**config.mk**
```make
export PLATFORM = sky130hd
export DESIGN_NAME = id_fwd_stage_flat
export DESIGN_NICKNAME = d
export VERILOG_FILES = /design/src/rtl/id_fwd_stage_pkg.sv /design/src/rtl/id_fwd_stage_if.sv /design/src/rtl/id_operand_sel.sv /design/src/rtl/id_fwd_stage.sv /design/src/flat_wrapper.sv
export SDC_FILE = /design/constraint.sdc
export NUM_CORES = 1
export LEC_CHECK = 0
export ABC_AREA = 1
export ABC_CLOCK_PERIOD_IN_PS = 2900
export CAP_MARGIN = 0
export CORE_AREA = 2 2 132 134
export DETAILED_ROUTE_END_ITERATION = 8
export DIE_AREA = 0 0 134 136
export PLACE_DENSITY = 0.78
export SYNTH_ARGS = -nofsm -noshare
export SYNTH_HDL_FRONTEND = slang
export SYNTH_SLANG_ARGS = --single-unit
```
**constraint.sdc**
```tcl
create_clock -name clk -period 2.9 [get_ports clk]
set_clock_uncertainty 0.1 [all_clocks]
set_input_delay 0.58 -clock clk [delete_from_list [all_inputs] [get_ports clk]]
set_output_delay 0.58 -clock clk [all_outputs]
set_load 0.05 [all_outputs]
```
**src/rtl/id_fwd_stage_pkg.sv**
```systemverilog
// Shared constants and types for the ID stage with operand forwarding.
// Widths here are the defaults; modules take their own width parameters.
package id_fwd_stage_pkg;

  localparam int DEF_DATA_W = 32;
  localparam int DEF_ADDR_W = 5;
  localparam int DEF_N_FWD  = 2;
  localparam int DEF_CNT_W  = 16;

  localparam logic [DEF_DATA_W-1:0] ZERO_WORD    = '0;
  localparam logic [DEF_ADDR_W-1:0] NOP_REG_ADDR = '0;

  // What the ID/EX register does on the next rising edge, highest priority first.
  typedef enum logic [1:0] {
    UPD_FLUSH  = 2'd0,
    UPD_HOLD   = 2'd1,
    UPD_BUBBLE = 2'd2,
    UPD_LOAD   = 2'd3
  } upd_e;

endpackage

```
**src/rtl/id_fwd_stage_if.sv**
```systemverilog
// Bundle of decode-side inputs, forwarding sources and ID/EX outputs.
// The master drives decode/forwarding; the slave is the ID stage itself.
interface id_fwd_stage_if import id_fwd_stage_pkg::*; #(
  parameter int DATA_W = DEF_DATA_W,
  parameter int ADDR_W = DEF_ADDR_W,
  parameter int N_FWD  = DEF_N_FWD,
  parameter int CNT_W  = DEF_CNT_W
);

  // Handshake: id_valid_i offers one decoded instruction; it is consumed on
  // the rising edge where id_ready_o=1 and must stay presented until then.
  // id_ready_o is combinational on id_valid_i, the hazard check, stall and flush.
  logic                    id_valid_i;
  logic                    rs_read_i;
  logic                    rt_read_i;
  logic [ADDR_W-1:0]       rs_addr_i;
  logic [ADDR_W-1:0]       rt_addr_i;
  logic [DATA_W-1:0]       imm_i;
  logic [ADDR_W-1:0]       wd_i;
  logic                    wreg_i;
  logic [DATA_W-1:0]       reg1_data_i;
  logic [DATA_W-1:0]       reg2_data_i;
  logic [N_FWD-1:0]        fwd_wreg_i;
  logic [N_FWD*ADDR_W-1:0] fwd_wd_i;
  logic [N_FWD*DATA_W-1:0] fwd_wdata_i;
  logic [N_FWD-1:0]        fwd_ready_i;
  logic                    stall_i;
  logic                    flush_i;
  logic                    id_ready_o;
  logic                    stall_req_o;
  logic                    ex_valid_o;
  logic                    ex_wreg_o;
  logic [DATA_W-1:0]       ex_reg1_o;
  logic [DATA_W-1:0]       ex_reg2_o;
  logic [ADDR_W-1:0]       ex_wd_o;
  logic [CNT_W-1:0]        stall_cnt_o;

  modport master (
    output id_valid_i, rs_read_i, rt_read_i, rs_addr_i, rt_addr_i, imm_i,
           wd_i, wreg_i, reg1_data_i, reg2_data_i, fwd_wreg_i, fwd_wd_i,
           fwd_wdata_i, fwd_ready_i, stall_i, flush_i,
    input  id_ready_o, stall_req_o, ex_valid_o, ex_wreg_o, ex_reg1_o,
           ex_reg2_o, ex_wd_o, stall_cnt_o
  );

  modport slave (
    input  id_valid_i, rs_read_i, rt_read_i, rs_addr_i, rt_addr_i, imm_i,
           wd_i, wreg_i, reg1_data_i, reg2_data_i, fwd_wreg_i, fwd_wd_i,
           fwd_wdata_i, fwd_ready_i, stall_i, flush_i,
    output id_ready_o, stall_req_o, ex_valid_o, ex_wreg_o, ex_reg1_o,
           ex_reg2_o, ex_wd_o, stall_cnt_o
  );

endinterface

```
**src/rtl/id_operand_sel.sv**
```systemverilog
// Resolves one source operand: immediate, hard-wired zero register,
// youngest matching forwarding source, or register-file data.
module id_operand_sel import id_fwd_stage_pkg::*; #(
  parameter int DATA_W = DEF_DATA_W,
  parameter int ADDR_W = DEF_ADDR_W,
  parameter int N_FWD  = DEF_N_FWD
) (
  input  logic                    read_en,
  input  logic [ADDR_W-1:0]       addr,
  input  logic [DATA_W-1:0]       imm,
  input  logic [DATA_W-1:0]       reg_data,
  input  logic [N_FWD-1:0]        fwd_wreg,
  input  logic [N_FWD*ADDR_W-1:0] fwd_wd,
  input  logic [N_FWD*DATA_W-1:0] fwd_wdata,
  input  logic [N_FWD-1:0]        fwd_ready,
  output logic [DATA_W-1:0]       operand,
  output logic                    hazard
);

  always_comb begin
    operand = DATA_W'(ZERO_WORD);
    hazard  = 1'b0;
    if (!read_en) begin
      operand = imm;
    end else if (addr != ADDR_W'(NOP_REG_ADDR)) begin
      operand = reg_data;
      // Walk oldest to youngest so the lowest-index match is the last write.
      for (int i = N_FWD - 1; i >= 0; i--) begin
        if (fwd_wreg[i] && (fwd_wd[i*ADDR_W +: ADDR_W] == addr)) begin
          operand = fwd_wdata[i*DATA_W +: DATA_W];
          hazard  = !fwd_ready[i];
        end
      end
    end
  end

endmodule

```
**src/rtl/id_fwd_stage.sv**
```systemverilog
// Decode stage operand forwarding, load-use hazard detection, ID/EX
// pipeline register and saturating hazard-stall counter.
module id_fwd_stage import id_fwd_stage_pkg::*; #(
  parameter int DATA_W = DEF_DATA_W,
  parameter int ADDR_W = DEF_ADDR_W,
  parameter int N_FWD  = DEF_N_FWD,
  parameter int CNT_W  = DEF_CNT_W
) (
  input logic           clk,
  input logic           rst,
  id_fwd_stage_if.slave bus
);

  logic [DATA_W-1:0] rs_operand;
  logic [DATA_W-1:0] rt_operand;
  logic              rs_hazard;
  logic              rt_hazard;
  logic              hazard;
  upd_e              upd;

  logic              ex_valid_q;
  logic              ex_wreg_q;
  logic [DATA_W-1:0] ex_reg1_q;
  logic [DATA_W-1:0] ex_reg2_q;
  logic [ADDR_W-1:0] ex_wd_q;
  logic [CNT_W-1:0]  stall_cnt_q;

  id_operand_sel #(.DATA_W(DATA_W), .ADDR_W(ADDR_W), .N_FWD(N_FWD)) u_rs_sel (
    .read_en   (bus.rs_read_i),
    .addr      (bus.rs_addr_i),
    .imm       (bus.imm_i),
    .reg_data  (bus.reg1_data_i),
    .fwd_wreg  (bus.fwd_wreg_i),
    .fwd_wd    (bus.fwd_wd_i),
    .fwd_wdata (bus.fwd_wdata_i),
    .fwd_ready (bus.fwd_ready_i),
    .operand   (rs_operand),
    .hazard    (rs_hazard)
  );

  id_operand_sel #(.DATA_W(DATA_W), .ADDR_W(ADDR_W), .N_FWD(N_FWD)) u_rt_sel (
    .read_en   (bus.rt_read_i),
    .addr      (bus.rt_addr_i),
    .imm       (bus.imm_i),
    .reg_data  (bus.reg2_data_i),
    .fwd_wreg  (bus.fwd_wreg_i),
    .fwd_wd    (bus.fwd_wd_i),
    .fwd_wdata (bus.fwd_wdata_i),
    .fwd_ready (bus.fwd_ready_i),
    .operand   (rt_operand),
    .hazard    (rt_hazard)
  );

  // Reset masks the combinational handshake outputs as well as the registers.
  assign hazard = !rst && bus.id_valid_i && (rs_hazard || rt_hazard);

  always_comb begin
    upd = UPD_LOAD;
    if (bus.flush_i)      upd = UPD_FLUSH;
    else if (bus.stall_i) upd = UPD_HOLD;
    else if (hazard)      upd = UPD_BUBBLE;
  end

  always_ff @(posedge clk or posedge rst) begin
    if (rst) begin
      ex_valid_q  <= 1'b0;
      ex_wreg_q   <= 1'b0;
      ex_reg1_q   <= '0;
      ex_reg2_q   <= '0;
      ex_wd_q     <= '0;
      stall_cnt_q <= '0;
    end else begin
      case (upd)
        UPD_FLUSH, UPD_BUBBLE: begin
          ex_valid_q <= 1'b0;
          ex_wreg_q  <= 1'b0;
          ex_reg1_q  <= '0;
          ex_reg2_q  <= '0;
          ex_wd_q    <= '0;
        end
        UPD_HOLD: ;
        default: begin
          ex_valid_q <= bus.id_valid_i;
          ex_wreg_q  <= bus.wreg_i && bus.id_valid_i;
          ex_reg1_q  <= rs_operand;
          ex_reg2_q  <= rt_operand;
          ex_wd_q    <= bus.wd_i;
        end
      endcase
      if (upd == UPD_BUBBLE && stall_cnt_q != {CNT_W{1'b1}}) begin
        stall_cnt_q <= stall_cnt_q + CNT_W'(1);
      end
    end
  end

  assign bus.stall_req_o = hazard;
  assign bus.id_ready_o  = !rst && bus.id_valid_i && !hazard && !bus.stall_i && !bus.flush_i;
  assign bus.ex_valid_o  = ex_valid_q;
  assign bus.ex_wreg_o   = ex_wreg_q;
  assign bus.ex_reg1_o   = ex_reg1_q;
  assign bus.ex_reg2_o   = ex_reg2_q;
  assign bus.ex_wd_o     = ex_wd_q;
  assign bus.stall_cnt_o = stall_cnt_q;

endmodule

```
**src/flat_wrapper.sv**
```systemverilog
// flat-port wrapper written by rule: the top's interface ports become plain ports
module id_fwd_stage_flat import id_fwd_stage_pkg::*;
#(
  parameter int DATA_W = DEF_DATA_W,
  parameter int ADDR_W = DEF_ADDR_W,
  parameter int N_FWD  = DEF_N_FWD,
  parameter int CNT_W  = DEF_CNT_W
)
  (clk, rst, bus_id_valid_i, bus_rs_read_i, bus_rt_read_i, bus_rs_addr_i, bus_rt_addr_i, bus_imm_i, bus_wd_i, bus_wreg_i, bus_reg1_data_i, bus_reg2_data_i, bus_fwd_wreg_i, bus_fwd_wd_i, bus_fwd_wdata_i, bus_fwd_ready_i, bus_stall_i, bus_flush_i, bus_id_ready_o, bus_stall_req_o, bus_ex_valid_o, bus_ex_wreg_o, bus_ex_reg1_o, bus_ex_reg2_o, bus_ex_wd_o, bus_stall_cnt_o);
  id_fwd_stage_if #(.DATA_W(DATA_W), .ADDR_W(ADDR_W), .N_FWD(N_FWD), .CNT_W(CNT_W)) bus_i ();
  input logic clk;
  input logic rst;
  input wire logic [$bits(bus_i.id_valid_i)-1:0] bus_id_valid_i;
  input wire logic [$bits(bus_i.rs_read_i)-1:0] bus_rs_read_i;
  input wire logic [$bits(bus_i.rt_read_i)-1:0] bus_rt_read_i;
  input wire logic [$bits(bus_i.rs_addr_i)-1:0] bus_rs_addr_i;
  input wire logic [$bits(bus_i.rt_addr_i)-1:0] bus_rt_addr_i;
  input wire logic [$bits(bus_i.imm_i)-1:0] bus_imm_i;
  input wire logic [$bits(bus_i.wd_i)-1:0] bus_wd_i;
  input wire logic [$bits(bus_i.wreg_i)-1:0] bus_wreg_i;
  input wire logic [$bits(bus_i.reg1_data_i)-1:0] bus_reg1_data_i;
  input wire logic [$bits(bus_i.reg2_data_i)-1:0] bus_reg2_data_i;
  input wire logic [$bits(bus_i.fwd_wreg_i)-1:0] bus_fwd_wreg_i;
  input wire logic [$bits(bus_i.fwd_wd_i)-1:0] bus_fwd_wd_i;
  input wire logic [$bits(bus_i.fwd_wdata_i)-1:0] bus_fwd_wdata_i;
  input wire logic [$bits(bus_i.fwd_ready_i)-1:0] bus_fwd_ready_i;
  input wire logic [$bits(bus_i.stall_i)-1:0] bus_stall_i;
  input wire logic [$bits(bus_i.flush_i)-1:0] bus_flush_i;
  output wire logic [$bits(bus_i.id_ready_o)-1:0] bus_id_ready_o;
  output wire logic [$bits(bus_i.stall_req_o)-1:0] bus_stall_req_o;
  output wire logic [$bits(bus_i.ex_valid_o)-1:0] bus_ex_valid_o;
  output wire logic [$bits(bus_i.ex_wreg_o)-1:0] bus_ex_wreg_o;
  output wire logic [$bits(bus_i.ex_reg1_o)-1:0] bus_ex_reg1_o;
  output wire logic [$bits(bus_i.ex_reg2_o)-1:0] bus_ex_reg2_o;
  output wire logic [$bits(bus_i.ex_wd_o)-1:0] bus_ex_wd_o;
  output wire logic [$bits(bus_i.stall_cnt_o)-1:0] bus_stall_cnt_o;
  assign bus_i.id_valid_i = bus_id_valid_i;
  assign bus_i.rs_read_i = bus_rs_read_i;
  assign bus_i.rt_read_i = bus_rt_read_i;
  assign bus_i.rs_addr_i = bus_rs_addr_i;
  assign bus_i.rt_addr_i = bus_rt_addr_i;
  assign bus_i.imm_i = bus_imm_i;
  assign bus_i.wd_i = bus_wd_i;
  assign bus_i.wreg_i = bus_wreg_i;
  assign bus_i.reg1_data_i = bus_reg1_data_i;
  assign bus_i.reg2_data_i = bus_reg2_data_i;
  assign bus_i.fwd_wreg_i = bus_fwd_wreg_i;
  assign bus_i.fwd_wd_i = bus_fwd_wd_i;
  assign bus_i.fwd_wdata_i = bus_fwd_wdata_i;
  assign bus_i.fwd_ready_i = bus_fwd_ready_i;
  assign bus_i.stall_i = bus_stall_i;
  assign bus_i.flush_i = bus_flush_i;
  assign bus_id_ready_o = bus_i.id_ready_o;
  assign bus_stall_req_o = bus_i.stall_req_o;
  assign bus_ex_valid_o = bus_i.ex_valid_o;
  assign bus_ex_wreg_o = bus_i.ex_wreg_o;
  assign bus_ex_reg1_o = bus_i.ex_reg1_o;
  assign bus_ex_reg2_o = bus_i.ex_reg2_o;
  assign bus_ex_wd_o = bus_i.ex_wd_o;
  assign bus_stall_cnt_o = bus_i.stall_cnt_o;
  id_fwd_stage #(.DATA_W(DATA_W), .ADDR_W(ADDR_W), .N_FWD(N_FWD), .CNT_W(CNT_W)) u_core (.clk(clk), .rst(rst), .bus(bus_i));
endmodule
```
==> results.ini, run 1 <==
[outcome]
outcome = finished clean

[clock_network]
clkLatencyLatePin_ps = 350
cts.hold.buffers_added = 0
clk_pin_slew_ps = 70
cts_sinks = 87
htree_levels = 3
cts_buffer_depth = 2
cts_tree = yes
cts_inserted_buffers = 9
postCtsSetupRepairBufs = 0
cts_root_buf = clkbuf_16

[min_path]
min-delay-path-class = flip-flop to flip-flop
worstHoldStart = u_core.bus.ex_reg2_o[16]

[timing]
final_max_slew_viol_count = 0
slew-limit-headroom = 0.467
setup_viol = 0
finalCriticalPeriod_ps = 2770
whs_ps = 378
rsz0062_at_grt = false
max_slew.worst_pin.slew_ps = 799
hold_violations = 0
fmax_ghz = 0.361
fin_crit_sh = 0.954

[power]
cellLeakagePower_nw = 5.25
pwr_density_cell_nw_per_um2 = 381
pwr-share-seq = 0.342
vdd_ir_drop_max_uv = 277
intPower_mw = 2.58
power.share.clock = 0.344
p_comb_frac = 0.314
swShare = 0.331
switchingPower_mw = 1.28

[logic_synthesis]
syn_inst = 1103
synth_edf_count = 0
synthTopCellsByArea = dfrtp_1 34%, nand2_1 28%, nand3_1 16%
ys_types = 23
synthesis.area_um2 = 6470
synth_fp_nets = 1301
synthTopCellsByCount = 491 x nand2_1, 210 x nand3_1, 153 x nor2_1
seq_area_frac_synth = 0.336
yosysTopAreaCell = dfrtp_1
yosysMostFrequentCell = nand2_1
avgSynthCellArea_um2 = 5.87
async_reset_ff_frac = 1.00
ys_warn_count = 0
ys_ff_latch = 87
synth-main-ff-cell = dfrtp_1
synth.top_cell.area_share = 0.336

[drt]
viasPerCell = 5.15
drtIter0Drc = 758
drt-total-wl_um = 26100
drc_errors = 0
vias = 8189
dr.pass1.iters = 7
antenna_left = 0
wl_per_cell_um = 16.4

[setup_path]
crit_arrival_ps = 2090
crit_start = bus_fwd_wd_i[9]
crit_fanout = 3
crit_required_ps = 2220
r2r-start = u_core.bus.stall_cnt_o[0]
endpoint_kind = primary output
critPathKind = primary input to primary output
crit_path_start_kind = primary input

[finish]
syn_to_final_growth_pct = 56.6
fin_nets = 1555
final_core_util = 0.600
drive_gt1_frac = 0.0595
fin_cells = 1591

[floorplanning]
ioPinCount = 286
coreArea_um2 = 16900
row_count = 48
die_h_um = 136
initial_utilization = 0.383
die_x_um = 134
die_area_um2 = 18200

[flow_run]
drv_cap = 0

[placement]
place.gp.congestion = 0.936
placed_cells = 1571
io_buffers = 285
dpl.hpwl_um = 18200

[grt]
grt_pass1_wl_um = 40500
grt_use_total = 0.284
antenna_found_initial = 3
overflow = 0
grt_pass1_vias = 7648
grt_max_degree = 72

## power by group through the flow
stage                     registers [mW]  logic [mW]  clock network, mW
after detailed placement            1.34        1.20                  0
final                               1.32        1.21               1.33
after CTS                           1.32        1.20               1.35
after floorplan                     1.56       0.379                  0
after global routing                1.32        1.30               1.41
after global placement              1.34        1.19                  0
## repair_timing
| action | in CTS | in global routing |
|---|---|---|
| setup endpoints to repair | 2 | 2 |
| hold endpoints to repair | 0 | 0 |
| pin swaps | 0 | 8 |
| resized for setup | 3 | 32 |
## state kept, by name (all words and copies together) (netlist names)
| name | cells |
|---|---|
| u_core.bus.ex_wd_o | 5 |
| u_core.bus.ex_valid_o | 1 |
| u_core.bus.stall_cnt_o | 16 |
| u_core.bus.ex_wreg_o | 1 |
| u_core.bus.ex_reg2_o | 32 |
| u_core.bus.ex_reg1_o | 32 |
## critical path, cell delays in order
cell and delay (ps):
clkdlybuf4s50_1 480, xnor2_1 250, nand2_2 100, nor2_4 90, nand3_1 70, nand2_1 60, nand2_1 80, nand2_4 120
nand2_4 60, inv_2 60, buf_12 130
## routing by layer
| layer | track usage | wire, um | vias to the layer above |
|---|---|---|---|
| li1 | - | - | 4018 |
| met1 | 0.367 | 10900 | 3720 |
| met2 | 0.471 | 12300 | 405 |
| met3 | 0.0604 | 2280 | 46 |
| met4 | 0.101 | 650 | 0 |
| met5 | 0 | 0 | - |
## cell families after synthesis
family	Yosys count	share of synthesized area
XOR/XNOR	15	0.0203
buffers and inverters	107	0.0654
adder cells (fa/ha/maj)	1	0.00193
flip-flops	87	0.336
AO/OA/AOI/OAI	4	0.00309
AND/OR/NAND/NOR	889	0.573
## path summary, 6_finish.rpt
check | end | slack, ps | cells past startpoint
worst max-delay path | bus_stall_req_o | 130 | 11
worst min register to register | u_core.bus.ex_reg2_o[16] | 380 | 2
min in group asynchronous | u_core.bus.stall_cnt_o[3] | 490 | 2
max in group asynchronous | u_core.bus.ex_reg2_o[9] | 1500 | 3
worst min-delay path | u_core.bus.ex_reg2_o[16] | 380 | 2
worst max register to register | u_core.bus.stall_cnt_o[3] | 580 | 9
## cells in the final DEF, fill, tap and decap left out, drive strengths merged
| cell | synthesis | routed |
|---|---|---|
| diode | 0 | 4 |
| xor2 | 7 | 7 |
| buf | 26 | 30 |
| nor3 | 9 | 9 |
| clkinvlp | 0 | 1 |
| dfrtp | 87 | 87 |
| nand4 | 22 | 22 |
| xnor2 | 8 | 8 |
| inv | 36 | 39 |
| dlymetal6s2s | 0 | 16 |
| nand2 | 492 | 492 |
| ha | 1 | 1 |
| nand3 | 211 | 211 |
| o21ai | 2 | 2 |
| clkdlybuf4s50 | 0 | 267 |
| clkbuf | 44 | 10 |
| nor2 | 155 | 155 |
| a21oi | 2 | 2 |
| bufinv | 0 | 2 |
| clkinv | 1 | 1 |
## stage by stage
| stage | setup WS [ps] | TNS [ps] | cell area [um2] | total power, mW |
|---|---|---|---|---|
| floorplan | 20.3 | 0 | 6470 | 1.94 |
| global placement | -108 | -1130 | 9690 | 2.53 |
| detailed placement | -152 | -1420 | 9690 | 2.54 |
| CTS | 14.5 | 0 | 10000 | 3.87 |
| global route | 10.2 | 0 | 10100 | 4.03 |
| finish | 133 | 0 | 10100 | 3.86 |
## cell type report
cell class	count	area, um2
Antenna cell	4	10.0
Clock buffer	10	239
Inverter	37	143
Timing Repair Buffer	313	3200
Tap cell	225	282
Fill cell	1569	6740
Clock inverter	6	97.6
Sequential cell	87	2180
Multi-Input combinational cell	909	3990
Power figures use the tool's default switching activity.
==> inputs of run 2 (changes only) <==
--- a/config.mk
+++ b/config.mk
@@ -12,6 +12,8 @@
 export DETAILED_ROUTE_END_ITERATION = 8
 export DIE_AREA = 0 0 134 136
 export PLACE_DENSITY = 0.78
+export REMOVE_ABC_BUFFERS = 1
+export SKIP_LAST_GASP = 1
 export SYNTH_ARGS = -nofsm -noshare
 export SYNTH_HDL_FRONTEND = slang
 export SYNTH_SLANG_ARGS = --single-unit
==> run 2 against run 1 <==
  * Largest power group is now registers
  * Setup slack worse by 34 ps
  * Critical endpoint unchanged
  * Combinational power barely moved
  * Highest routed layer is now met5
  * Routed wire length up 3.6%
  * Die area stayed put
  * First-iteration DRC count fell by 24%
==> results.ini, run 2 (synthesis gave the netlist of run 1 again) <==
[outcome]
outcome = finished clean

[min_path]
min-delay-path-class = flip-flop to flip-flop

[power]
cellLeakagePower_nw = 5.19  ; -1.1%
pwr_density_cell_nw_per_um2 = 363  ; -4.7%
p_total_mw = 3.66  ; -5.2%
vdd_ir_drop_max_uv = 249  ; -10%

[drt]
drt-total-wl_um = 27000  ; +3.6%
viasPerCell = 5.21  ; +1.2%
dr.pass1.iters = 5  ; -2
drtIter0Drc = 577  ; -24%
wl_per_cell_um = 16.8  ; +2.8%
vias = 8349  ; +2.0%
antenna_left = 0  ; unchanged
drc_errors = 0  ; unchanged

[finish]
mostFrequentLayoutCells = 488 x nand2_1, 275 x clkdlybuf4s50_1, 207 x nand3_1, 145 x nor2_1, 87 x dfrtp_1
drive_gt1_frac = 0.0660  ; +0.00657
fin_nets = 1571  ; +1.0%
syn_to_final_growth_pct = 55.8
diodes = 0  ; -4
layout_commonest_cell = nand2_1

[clock_network]
cts_root_buf = clkbuf_16
htree_levels = 3  ; unchanged
clkLatencyLatePin_ps = 340  ; about the same
cts.hold.buffers_added = 0  ; unchanged
cts_buffer_depth = 2  ; unchanged
cts_sinks = 87  ; unchanged
cts_inserted_buffers = 9  ; unchanged
clk_pin_slew_ps = 60  ; about the same
cts_tree = yes

[placement]
place_ws_ps = -185  ; -33.7 ps
place.gp.congestion = 0.896  ; -4.3%
io_buffers = 285  ; unchanged
dpl.hpwl_um = 18900  ; +4.0%

[timing]
whs_ps = 379  ; +1.32 ps
fin_ws_ps = 99.0  ; -34.0 ps
final_max_slew_viol_count = 0  ; unchanged
fin_crit_sh = 0.966  ; +0.0117
hold_violations = 0  ; unchanged
finalCriticalPeriod_ps = 2800  ; +34.0 ps
max_slew.worst_pin.slew_ps = 787  ; -11.9 ps
slew-limit-headroom = 0.475  ; +0.00791
fmax_ghz = 0.357  ; -1.2%
setup_viol = 0  ; unchanged

[setup_path]
crit_fanout = 3  ; unchanged
crit_arrival_ps = 2120  ; +30 ps
crit_path_start_kind = primary input
critPathKind = primary input to primary output
endpoint_kind = primary output
crit_required_ps = 2220  ; about the same

[floorplanning]
die_h_um = 136  ; unchanged
die_x_um = 134  ; unchanged
row_count = 48  ; unchanged
die_area_um2 = 18200  ; unchanged
ioPinCount = 286  ; unchanged
coreArea_um2 = 16900  ; unchanged
initial_utilization = 0.383  ; unchanged

[grt]
antenna_found_initial = 1  ; -2
grt_pass1_vias = 7844  ; +2.6%
grt_use_total = 0.295  ; +0.0113
grt_max_degree = 70  ; -2.8%
overflow = 0  ; unchanged
grt_pass1_wl_um = 42100  ; +4.1%

[flow_run]
drv_cap = 0  ; unchanged

run 2: report_power, final:
group / leakage [nW] / switching [mW] / total, mW / internal, mW
clock network: 0.132 / 0.508 / 1.11 / 0.604
logic: 3.88 / 0.714 / 1.23 / 0.512
registers: 1.17 / 0.0418 / 1.32 / 1.28
total: 5.19 / 1.26 / 3.66 / 2.39
run 2: critical path, cell delays in order:
cell and delay, ps:
clkdlybuf4s50_1 530, xnor2_1 150, nand2_1 130, nor2_4 100, nand3_1 70, nand2_1 80
nand2_2 70, nand2_4 140, nand2_4 70, inv_2 80, buf_12 130
run 2: worst paths after layout:
check                                     startpoint                         to  slack, ps  depth (start not counted)
max                                  bus_fwd_wd_i[9]            bus_stall_req_o        100                         11
min                          u_core.bus.ex_reg2_o[5]    u_core.bus.ex_reg2_o[5]        380                          2
max reg2reg                u_core.bus.stall_cnt_o[0]  u_core.bus.stall_cnt_o[0]        690                         10
min reg2reg                  u_core.bus.ex_reg2_o[5]    u_core.bus.ex_reg2_o[5]        380                          2
max in group asynchronous                        rst   u_core.bus.ex_reg2_o[27]       1580                          3
min in group asynchronous                        rst   u_core.bus.ex_reg1_o[24]        480                          2
run 2: layout make-up:
class	instances	area (um2)
well taps	225	282
clock buffers	11	243
repair buffers	329	3240
flip-flops and latches	87	2180
fillers	1598	6790
multi-input cells	909	3970
inverters	37	141
clock inverters	5	33.8
run 2: stage by stage:
stage / cells / cell area (um2) / TNS (ps) / util
detailed placement: 1585 / 9740 / -405 / 0.577
finish: 1603 / 10100 / 0 / 0.597
CTS: 1601 / 10000 / 0 / 0.594
floorplan: 1033 / 6190 / -75540 / -
global placement: 1585 / 9740 / -272 / 0.577
global route: 1603 / 10100 / -25.6 / 0.597
run 2: routing by layer:
metal	up-vias	share of wire	track usage
li1	4035	-	-
met1	3837	0.41	0.376
met2	416	0.47	0.485
met3	59	0.092	0.0694
met4	2	0.032	0.119
met5	-	0.00048	0
run 2: what timing repair did:
item                       4_1_cts  5_1_grt
buffers inserted                 0        2
gates resized for setup          3       18
hold endpoints to repair         0        0
pin swaps                        0        3
setup endpoints to repair        2        2
